### config.mk
export PLATFORM = sky130hd
export DESIGN_NAME = interp4x_stereo_192
export DESIGN_NICKNAME = d
export VERILOG_FILES = /design/src/rtl/interp4x_stereo_192.sv
export SDC_FILE = /design/constraint.sdc
export NUM_CORES = 1
export LEC_CHECK = 0
export CAP_MARGIN = 20
export CORE_MARGIN = 2
export CORE_UTILIZATION = 40
export CTS_BUF_LIST = sky130_fd_sc_hd__clkbuf_8 sky130_fd_sc_hd__clkbuf_16
export DETAILED_ROUTE_END_ITERATION = 16
export GPL_TIMING_DRIVEN = 0
export REMOVE_ABC_BUFFERS = 1
export SLEW_MARGIN = 20
export SYNTH_ARGS = -nofsm -noshare
export SYNTH_HDL_FRONTEND = slang
export SYNTH_SLANG_ARGS = --single-unit
### constraint.sdc
create_clock -name clock -period 6.6 [get_ports clock]
set_clock_uncertainty 0.2 [all_clocks]
set_input_delay 1.32 -clock clock [delete_from_list [all_inputs] [get_ports clock]]
set_output_delay 1.32 -clock clock [all_outputs]
set_load 0.02 [all_outputs]
### src/rtl/interp4x_stereo_192.sv
// Dual-channel linear 4x interpolator (48 kHz -> 192 kHz) for the stereo multiplex path.
// Optional macro INTERP_ROUND_EN selects round-half-up; default truncates toward -inf.
module interp4x_stereo_192 (
  input  logic               clock,
  input  logic               reset,
  input  logic               enableclk48,
  input  logic               enableclk192,
  input  logic signed [17:0] LpR_in,
  input  logic signed [17:0] LmR_in,
  output logic signed [17:0] LpR_out,
  output logic signed [17:0] LmR_out,
  output logic               out_valid
);

  logic [1:0][17:0] in_w;
  logic [1:0]       phase_q, phase_d;
  logic             done_q, done_d;
  logic             valid_q, valid_d;
  logic             load_w, emit_w, run_w, hold_w;

  assign in_w   = {LmR_in, LpR_in};
  assign load_w = enableclk48;
  assign emit_w = enableclk192;
  // done_q marks that all four interpolated points of the interval have been
  // emitted; further strobes without a fresh load hold the newest sample.
  assign run_w  = emit_w && (load_w || !done_q);
  assign hold_w = emit_w && !load_w && done_q;

  always_comb begin
    phase_d = phase_q;
    done_d  = done_q;
    valid_d = emit_w;
    if (load_w) begin
      phase_d = 2'd0;
      done_d  = 1'b0;
    end
    if (run_w) begin
      if (phase_d == 2'd3) begin
        done_d = 1'b1;
      end else begin
        phase_d = phase_d + 2'd1;
      end
    end
  end

  always_ff @(posedge clock or negedge reset) begin
    if (!reset) begin
      phase_q <= 2'd0;
      done_q  <= 1'b0;
      valid_q <= 1'b0;
    end else begin
      phase_q <= phase_d;
      done_q  <= done_d;
      valid_q <= valid_d;
    end
  end

  assign out_valid = valid_q;

  for (genvar gi = 0; gi < 2; gi++) begin : g_ch
    logic signed [17:0] in_s;
    logic signed [17:0] s1_q, s1_d;
    logic signed [18:0] d_q, d_d, d_new, d_e;
    logic signed [20:0] acc_q, acc_d, acc_load, acc_e;
    logic signed [17:0] out_q, out_d, out_r;

    assign in_s = in_w[gi];

    // The older sample s0 is never stored: it only ever appears as 4*s0,
    // which is exactly what acc is loaded with before s1 is overwritten.
    assign d_new    = 19'(in_s) - 19'(s1_q);
    assign acc_load = 21'(s1_q) <<< 2;
    assign acc_e    = load_w ? acc_load : acc_q;
    assign d_e      = load_w ? d_new : d_q;

`ifdef INTERP_ROUND_EN
    logic signed [21:0] rnd_sum;
    assign rnd_sum = 22'(acc_e) + 22'sd2;
    assign out_r   = 18'(rnd_sum >>> 2);
`else
    assign out_r   = 18'(acc_e >>> 2);
`endif

    always_comb begin
      s1_d  = s1_q;
      d_d   = d_q;
      acc_d = acc_e;
      out_d = out_q;
      if (load_w) begin
        s1_d = in_s;
        d_d  = d_new;
      end
      if (run_w) begin
        out_d = out_r;
        acc_d = acc_e + 21'(d_e);
      end else if (hold_w) begin
        out_d = s1_q;
      end
    end

    always_ff @(posedge clock or negedge reset) begin
      if (!reset) begin
        s1_q  <= '0;
        d_q   <= '0;
        acc_q <= '0;
        out_q <= '0;
      end else begin
        s1_q  <= s1_d;
        d_q   <= d_d;
        acc_q <= acc_d;
        out_q <= out_d;
      end
    end
  end

  assign LpR_out = g_ch[0].out_q;
  assign LmR_out = g_ch[1].out_q;

endmodule
==> impl_metrics.tcl, run 1 <==
set metrics [dict create \
    fin_total_pwr_w 0.00438 \
    synth_top_area_share_pct 37.0 \
    crit_family "compound AO/OA/AOI/OAI gates" \
    ios 77 \
    syn_to_final_growth_pct 18.6 \
    clock_latency_ns 0.43 \
    synth.cell_area_mm2 0.0104 \
    die_w_um 165 \
    synthTopCellsByArea "dfrtp_1 (37%), ha_1 (8.9%), mux2_2 (6.6%), a21oi_1 (4.7%), mux2i_1 (4.4%)" \
    cpMaxStageDelayCell "fa_1" \
    clkTransAtPathRegs_ns 0.07 \
    grt_pass1_wl_mm 40.9 \
    ir_drop_mv 0.152 \
    h-tree-depth 4 \
    crit_chain "clkdlybuf4s50_1, inv_1, ha_1, inv_1, fa_1, a211o_2, o211ai_1, a21oi_1, nor2_1, xnor2_1, mux2_2, ha_1, or3_1, or2_2, o221ai_2, nor2_1, a211oi_2, o31a_1, o31a_1, o311ai_4, and2_2, a2111o_1, a2111oi_2" \
    numCtsBuffers 17 \
    wl_per_cell_um 15.6 \
    worst_pin_slew_ns 0.676 \
    start_kind "primary input" \
    synth_seq_cells 154 \
    min_period_ns 6.29 \
    setup_violations 0 \
    maxCapViolCount 0 \
    regArea_mm2 0.00385 \
    core.rowCount 59 \
    fmax_mhz 159 \
    synth_cell_types 75 \
    grt_pass1_vias 8289 \
    track_usage_pct 18.7 \
    cts_hold_buf 0 \
    cts-root-buf "clkbuf_16" \
    drc_errors 0 \
    synth-edff-count 0 \
    vias_per_cell 5.34 \
    pwr_density_cell_mw_per_mm2 355 \
    slew-limit-headroom_pct 54.5 \
    slew_viol_final 0 \
    crit_arrival_ns 6.41 \
    via_count 8222 \
    drt-initial-drc-count 512 \
    diodes 0 \
    p_leak_nw 5.43 \
    path_max_fanout 3 \
    finalNetCount 1310 \
    gp_congestion 0.830 \
    grt_setup_unrepaired "no" \
    grt_max_degree 112 \
    syn_inst 1129 \
    grt_overflow_total 0 \
    critPathCaptureType "register" \
    required_ns 6.72 \
    finalHoldWorstSlack_ns 0.290 \
    period_share_pct 95.3 \
    routed_wl_mm 24.1 \
    status "complete, no violations" \
    die_h_um 165 \
    portBuffers 76 \
    cts_buffer_depth 2 \
    core_area_mm2 0.0258 \
    hold_violations 0 \
    synthArstFlopShare_pct 100 \
    cts.sinks 154 \
    dieArea_mm2 0.0273 \
    antenna_left 0 \
    start_util_pct 40.3 \
    path_class "in -> reg" \
    cp_slowest_stage_delay_ns 0.43 \
    antenna_found_initial 0 \
    critical_path_buf_inv_count 3 \
    n_fill_cell 2476 \
    synth_seq_area_share_pct 37.0 \
    fin_tns_setup_ns 0 \
    synth_top_cell_by_area "dfrtp_1" \
    synth_ff_type "dfrtp_1" \
    dp_hpwl_mm 17.3 \
    cts_tree "yes" \
    hp-class "reg -> reg" \
    firstDrtPassIters 6 \
    drive_gt1_share_pct 10.7 \
    syn_area_per_cell_um2 9.22 \
    ys_warn_count 0 \
    multiInputGateArea_mm2 0.00614 \
]
[routing by layer]
metal / vias to the layer above / global-route usage [%] / part of all wire (%)
li1: 4171 / - / -
met1: 3919 / 25.2 / 48
met2: 115 / 31.9 / 48
met3: 17 / 2.62 / 2.9
met4: 0 / 4.55 / 0.88
met5: - / 0 / 0
[path summary, 6_finish.rpt]
check                           startpoint                end  slack [ns]  cells past startpoint
setup / recovery                 LmR_in[0]  g_ch[1].acc_q[19]        0.31                     23
hold / removal             g_ch[0].d_q[12]    g_ch[0].d_q[12]        0.29                      2
setup reg to reg           g_ch[1].s1_q[0]  g_ch[1].acc_q[19]        1.28                     21
hold reg to reg            g_ch[0].d_q[12]    g_ch[0].d_q[12]        0.29                      2
max in group asynchronous            reset     g_ch[1].d_q[3]        4.73                      2
min in group asynchronous            reset          out_valid        0.65                      1
[timing repair]
item                                    4_1_cts  5_1_grt
resized for setup                             1        2
buffers inserted                              2        2
endpoints found under the setup margin        2        2
pin swaps                                     2        3
[state kept, by name, summed over array words and instances (netlist names)]
signal      count
LmR_out        18
g_ch.acc_q     40
phase_q         2
g_ch.s1_q      36
g_ch.d_q       38
out_valid       1
done_q          1
LpR_out        18
[cells in the final DEF, fill, tap and decap left out, types with 11 or more instances in the layout]
master,synthesis,layout
mux2i_1,46,46
xnor2_1,43,43
mux2_2,61,61
nor3_1,22,22
clkdlybuf4s50_1,0,73
nand3_1,16,16
a21oi_1,97,97
nand2_1,100,100
nor2_1,89,88
and3_1,13,13
clkbuf_16,0,17
a21o_1,13,13
o211ai_1,14,14
o21ai_0,78,77
dfrtp_1,154,154
o21bai_1,11,11
ha_1,74,74
inv_1,74,78
xor2_1,26,26
a211oi_1,13,12
[worst reg2reg max path: stages (launching register included)]
cell	delay, ns
dfrtp_1	0.39
ha_1	0.17
inv_1	0.05
fa_1	0.43
a211o_2	0.32
o211ai_1	0.14
a21oi_1	0.12
nor2_1	0.12
xnor2_1	0.08
mux2_2	0.28
ha_1	0.21
or3_1	0.42
or2_2	0.30
o221ai_2	0.18
nor2_1	0.10
a211oi_2	0.20
o31a_1	0.21
o31a_1	0.23
o311ai_4	0.14
and2_2	0.22
a2111o_1	0.38
a2111oi_2	0.34
[where the power goes]
group / total, W / internal (W) / switching (W)
logic: 0.00199 / 0.000925 / 0.00107
clock network: 0.00105 / 0.000655 / 0.000395
registers: 0.00134 / 0.00121 / 0.000130
[synthesized netlist by cell type (11+ instances only)]
| cell type | number |
|---|---|
| nor3_1 | 22 |
| xor2_1 | 26 |
| a211oi_1 | 13 |
| nand3_1 | 16 |
| ha_1 | 74 |
| a21oi_1 | 97 |
| nor2_1 | 89 |
| and3_1 | 13 |
| clkbuf_1 | 36 |
| inv_1 | 74 |
| o21bai_1 | 11 |
| xnor2_1 | 43 |
| dfrtp_1 | 154 |
| mux2i_1 | 46 |
| o21ai_0 | 78 |
| mux2_2 | 61 |
| nand2_1 | 100 |
| o211ai_1 | 14 |
| a21o_1 | 13 |
[per-stage QoR]
| stage | instances | util (%) | area, um^2 | setup WS, ns |
|---|---|---|---|---|
| floorplan | 1084 | - | 10200 | 0.489 |
| global placement | 1495 | 44.2 | 11400 | -9.06 |
| detailed placement | 1504 | 45.2 | 11700 | -0.649 |
| CTS | 1537 | 47.7 | 12300 | 0.0978 |
| global route | 1539 | 47.8 | 12300 | 0.0329 |
| finish | 1539 | 47.8 | 12300 | 0.311 |
[area by class of cell]
type                            count  share of cell area [%]
Timing Repair Buffer               89                    8.31
Inverter                           75                    2.31
Sequential cell                   154                    31.2
Clock inverter                     11                    1.25
Multi-Input combinational cell    855                    49.7
Clock buffer                       20                    3.78
Tap cell                          335                    3.40
[cell families (layout without fill, tap and decap cells)]
group / count (synthesis) / in the layout / share of synthesized area [%]
AO/OA/AOI/OAI: 303 / 303 / 18.7
XOR/XNOR: 70 / 70 / 6.02
adder cells (fa/ha/maj): 78 / 78 / 9.67
buffers and inverters: 120 / 195 / 4.36
flip-flops: 154 / 154 / 37.0
multiplexers: 107 / 107 / 11.0
AND/OR/NAND/NOR: 297 / 297 / 13.2
(Power assumes the default switching activity.)
==> inputs of run 2 (changes only) <==
Settings changed: CTS_CLUSTER_DIAMETER from default to 30, PLACE_DENSITY from default to 0.64.
==> impl_metrics.tcl, run 2 (same netlist as run 1, synthesis figures left out) <==
set metrics [dict create \
    clock_latency_ns 0.42 \
    fmax_mhz 160 \
    period_share_pct 94.5 \
    ios 77 \
    cts.sinks 154 \
    crit_arrival_ns 6.35 \
    diodes 0 \
    drc_errors 0 \
    maxCapViolCount 0 \
    portBuffers 76 \
    status "complete, no violations" \
    core_area_mm2 0.0258 \
    grt_pass1_wl_mm 40.2 \
    antenna_found_initial 1 \
    grt_setup_unrepaired "no" \
    path_class "in -> reg" \
    drt-initial-drc-count 475 \
    numCtsBuffers 17 \
    final_cell_mix "dfrtp_1 (154), nand2_1 (100), a21oi_1 (97)" \
    slew-limit-headroom_pct 45.3 \
    cts-root-buf "clkbuf_16" \
    die_h_um 165 \
    mostFrequentLayoutCell "dfrtp_1" \
    dp_hpwl_mm 17.1 \
    largest_reg_flops 40 \
    track_usage_pct 18.3 \
    gp_congestion 0.827 \
    critPathCaptureType "register" \
    finish.utilization_pct 47.5 \
    top_regs "g_ch.acc_q x40, g_ch.d_q x38, g_ch.s1_q x36" \
    dieArea_mm2 0.0273 \
    grt_pass1_vias 8120 \
    setup_violations 0 \
    vias_per_cell 5.40 \
    core.rowCount 59 \
    grt_overflow_total 0 \
    worst_pin_slew_ns 0.818 \
    hp-class "reg -> reg" \
    die_w_um 165 \
    routed_wl_mm 23.9 \
    clkTransAtPathRegs_ns 0.06 \
    ir_drop_mv 0.157 \
    required_ns 6.71 \
    start_util_pct 40.3 \
    cts_tree "yes" \
    path_max_fanout 3 \
    start_kind "primary input" \
    finalNetCount 1309 \
    antenna_left 0 \
    fin_tns_setup_ns 0 \
    wl_per_cell_um 15.5 \
    pwr_density_cell_mw_per_mm2 349 \
    top_register "g_ch.acc_q" \
    min_period_ns 6.24 \
    h-tree-depth 4 \
    cts_hold_buf 0 \
    hold_violations 0 \
    firstDrtPassIters 8 \
    cts_buffer_depth 2 \
    grt_max_degree 121 \
    slew_viol_final 0 \
    p_leak_nw 5.38 \
    via_count 8310 \
    drive_gt1_share_pct 10.9 \
    syn_to_final_growth_pct 17.9 \
]
-- run 2: per-stage QoR --
step	hold WS, ns	setup slack (ns)	power (W)	std cells	instance area, um^2
2_1_floorplan	0.247	0.489	0.00279	1084	10200
3_3_place_gp	0.269	-8.83	0.00329	1495	11400
4_1_cts	0.287	0.000780	0.00428	1534	12200
6_report	0.282	0.364	0.00428	1538	12300
5_1_grt	0.304	0.0287	0.00462	1538	12300
3_5_place_dp	0.272	-0.584	0.00332	1502	11600
-- run 2: final cells by class --
type / count / area, um^2
multi-input combinational: 855 / 6160
tap: 335 / 419
inverter: 75 / 282
clock buffer: 20 / 467
fill: 2488 / 13600
clock inverter: 11 / 81.3
sequential: 154 / 3850
timing repair buffer: 88 / 998
-- run 2: critical path: stages --
cell and delay, ns:
clkdlybuf4s50_1 0.41, inv_1 0.06, ha_1 0.15, inv_1 0.05, fa_2 0.36, a211o_2 0.30, o211ai_1 0.18, a21oi_1 0.11
nor2_1 0.13, xnor2_1 0.07, mux2_2 0.28, ha_1 0.21, or3_4 0.41, or2_2 0.31, o221ai_4 0.17, nor2_1 0.09
a211oi_2 0.20, o31a_1 0.22, o31a_1 0.23, o311ai_4 0.14, and2_2 0.22, a2111o_1 0.37, a2111oi_2 0.33
-- run 2: what timing repair did --
action | CTS | global route
gates resized for setup | 1 | 5
buffers inserted | 1 | 3
pin swaps | 1 | 5
setup endpoints to repair | 2 | 3
-- run 2: path summary, 6_finish.rpt --
check	startpoint	end	slack, ns	cells after the start
max	LmR_in[0]	g_ch[1].acc_q[19]	0.36	23
min	g_ch[0].d_q[12]	g_ch[0].d_q[12]	0.28	2
max reg2reg	g_ch[1].s1_q[0]	g_ch[1].acc_q[19]	1.35	21
min reg2reg	g_ch[0].d_q[12]	g_ch[0].d_q[12]	0.28	2
max in group asynchronous	reset	g_ch[1].acc_q[13]	4.69	2
min in group asynchronous	reset	out_valid	0.66	1
-- run 2: report_power, final --
part	switching, W	internal (W)
clock network	0.000383	0.000539
logic	0.00109	0.000932
registers	0.000127	0.00121
-- run 2: metal layers --
layer	vias to the layer above	GRT usage, %	share of wire, %
met5	-	0	0.046
met1	3990	24.5	48
li1	4159	-	-
met3	21	3.07	3.3
met2	138	30.8	48
met4	2	4.47	1.3
==> inputs of run 3 (changes only) <==
Settings changed: CAP_MARGIN 20 to 30.
==> impl_metrics.tcl, run 3 (same netlist as run 1, synthesis figures left out) <==
set metrics [dict create \
    hp-class "reg -> reg" \
    ir_drop_mv 0.145 \
    finish.utilization_pct 47.8 \
    core.rowCount 59 \
    crit_chain "clkdlybuf4s50_1, inv_1, ha_1, inv_1, fa_2, a211o_2, o211ai_1, a21oi_1, nor2_1, xnor2_1, mux2_2, ha_1, or3_1, or2_2, o221ai_2, nor2_1, a211oi_2, o31a_1, o31a_1, o311ai_4, and2_2, a2111o_1, a2111oi_2" \
    slew-limit-headroom_pct 47.3 \
    die_w_um 165 \
    start_kind "primary input" \
    period_share_pct 95.6 \
    top_register "g_ch.acc_q" \
    grt_max_degree 121 \
    reg2reg_slack_ns 1.26 \
    r2r_cells 21 \
    path_max_fanout 3 \
    drive_gt1_share_pct 11.0 \
    hold_violations 0 \
    track_usage_pct 18.4 \
    finalNetCount 1309 \
    pwr_density_cell_mw_per_mm2 357 \
    worstReg2RegStart "g_ch[1].s1_q[0]" \
    wl_per_cell_um 15.4 \
    status "complete, no violations" \
    mostFrequentLayoutCell "dfrtp_1" \
    slew_viol_final 0 \
    diodes 0 \
    drt-initial-drc-count 509 \
    ios 77 \
    worst_pin_slew_ns 0.780 \
    grt_pass1_vias 8216 \
    maxCapViolCount 0 \
    numCtsBuffers 17 \
    clkTransAtPathRegs_ns 0.06 \
    top_regs "g_ch.acc_q x40, g_ch.d_q x38, g_ch.s1_q x36" \
    reg2reg_to "g_ch[1].acc_q[19]" \
    clock_latency_ns 0.43 \
    min_period_ns 6.31 \
    worst_hold_path.endpoint "g_ch[0].d_q[14]" \
    dp_hpwl_mm 17.2 \
    antenna_left 0 \
    grt_overflow_total 0 \
    fmax_mhz 158 \
    cts_tree "yes" \
    drc_errors 0 \
    grt_pass1_wl_mm 40.2 \
    firstDrtPassIters 7 \
    cts_buffer_depth 2 \
    grt_setup_unrepaired "no" \
    portBuffers 76 \
    antenna_found_initial 1 \
    cts.sinks 154 \
    required_ns 6.72 \
    gp_congestion 0.827 \
    core_area_mm2 0.0258 \
    critPathCaptureType "register" \
    via_count 8317 \
    dieArea_mm2 0.0273 \
    min-delay-start "g_ch[0].d_q[14]" \
    cp_slowest_stage_delay_ns 0.42 \
    fin_tns_setup_ns 0 \
    routed_wl_mm 23.6 \
    cts-root-buf "clkbuf_16" \
    largest_reg_flops 40 \
    final_cell_mix "dfrtp_1 (154), nand2_1 (100), a21oi_1 (97)" \
    start_util_pct 40.3 \
    cts_hold_buf 0 \
    vias_per_cell 5.40 \
    crit_arrival_ns 6.43 \
    cpMaxStageDelayCell "or3_1" \
    hold_depth 2 \
    p_leak_nw 5.41 \
    syn_to_final_growth_pct 18.6 \
    die_h_um 165 \
    path_class "in -> reg" \
    setup_violations 0 \
    h-tree-depth 4 \
]
-- run 3: area by class of cell --
cell class              instances  area, um^2
clock buffers                  20         467
repair buffers                 88         998
inverters                      75         282
well taps                     335         419
multi-input cells             855        6150
clock inverters                12         173
fillers                      2484       13500
flip-flops and latches        154        3850
-- run 3: worst max-delay path by stage --
stage,startpoint,cells past startpoint,endpoint,slack (ns)
floorplan,LmR_in[0],22,g_ch[1].acc_q[19],0.49
global placement,enableclk48,7,g_ch[1].acc_q[19],-8.83
detailed placement,LmR_in[0],23,g_ch[1].acc_q[19],-0.58
CTS,LmR_in[0],23,g_ch[1].acc_q[19],0.03
global route,LmR_in[0],23,g_ch[1].acc_q[19],0.003
finish,LmR_in[0],23,g_ch[1].acc_q[19],0.29
-- run 3: critical path: cells and delay by family --
kind | cells | cell delay, ns
AO/OA/AOI/OAI | 10 | 2.33
AND/OR/NAND/NOR | 5 | 1.16
adder cells (fa/ha/maj) | 3 | 0.72
buffers and inverters | 3 | 0.52
multiplexers | 1 | 0.28
XOR/XNOR | 1 | 0.08
-- run 3: stage by stage --
| stage | total power (W) | std cells | instance area (um^2) | worst slack, ns | hold WS [ns] |
|---|---|---|---|---|---|
| 6_report | 0.00440 | 1539 | 12300 | 0.289 | 0.292 |
| 5_1_grt | 0.00475 | 1539 | 12300 | 0.00291 | 0.311 |
| 4_1_cts | 0.00442 | 1536 | 12300 | 0.0284 | 0.287 |
| 3_3_place_gp | 0.00329 | 1495 | 11400 | -8.83 | 0.269 |
| 3_5_place_dp | 0.00332 | 1503 | 11700 | -0.577 | 0.273 |
| 2_1_floorplan | 0.00279 | 1084 | 10200 | 0.489 | 0.247 |
-- run 3: layer usage --
| layer | track usage, % | part of all wire [%] |
|---|---|---|
| met5 | 0 | 0.047 |
| met4 | 5.09 | 1.4 |
| met1 | 24.5 | 48 |
| met2 | 31.1 | 48 |
| met3 | 2.85 | 2.8 |
-- run 3: what timing repair did --
| item | CTS | global route |
|---|---|---|
| hold endpoints to repair | 0 | 0 |
| setup endpoints to repair | 1 | 3 |
| pin swaps | 1 | 3 |
| gates cloned | 0 | 0 |
| resized for setup | 1 | 3 |
| setup buffers | 1 | 3 |
-- run 3: power breakdown --
part / internal [W] / switching [W]
logic: 0.000925 / 0.00107
clock network: 0.000661 / 0.000403
registers: 0.00121 / 0.000128
total: 0.00279 / 0.00161
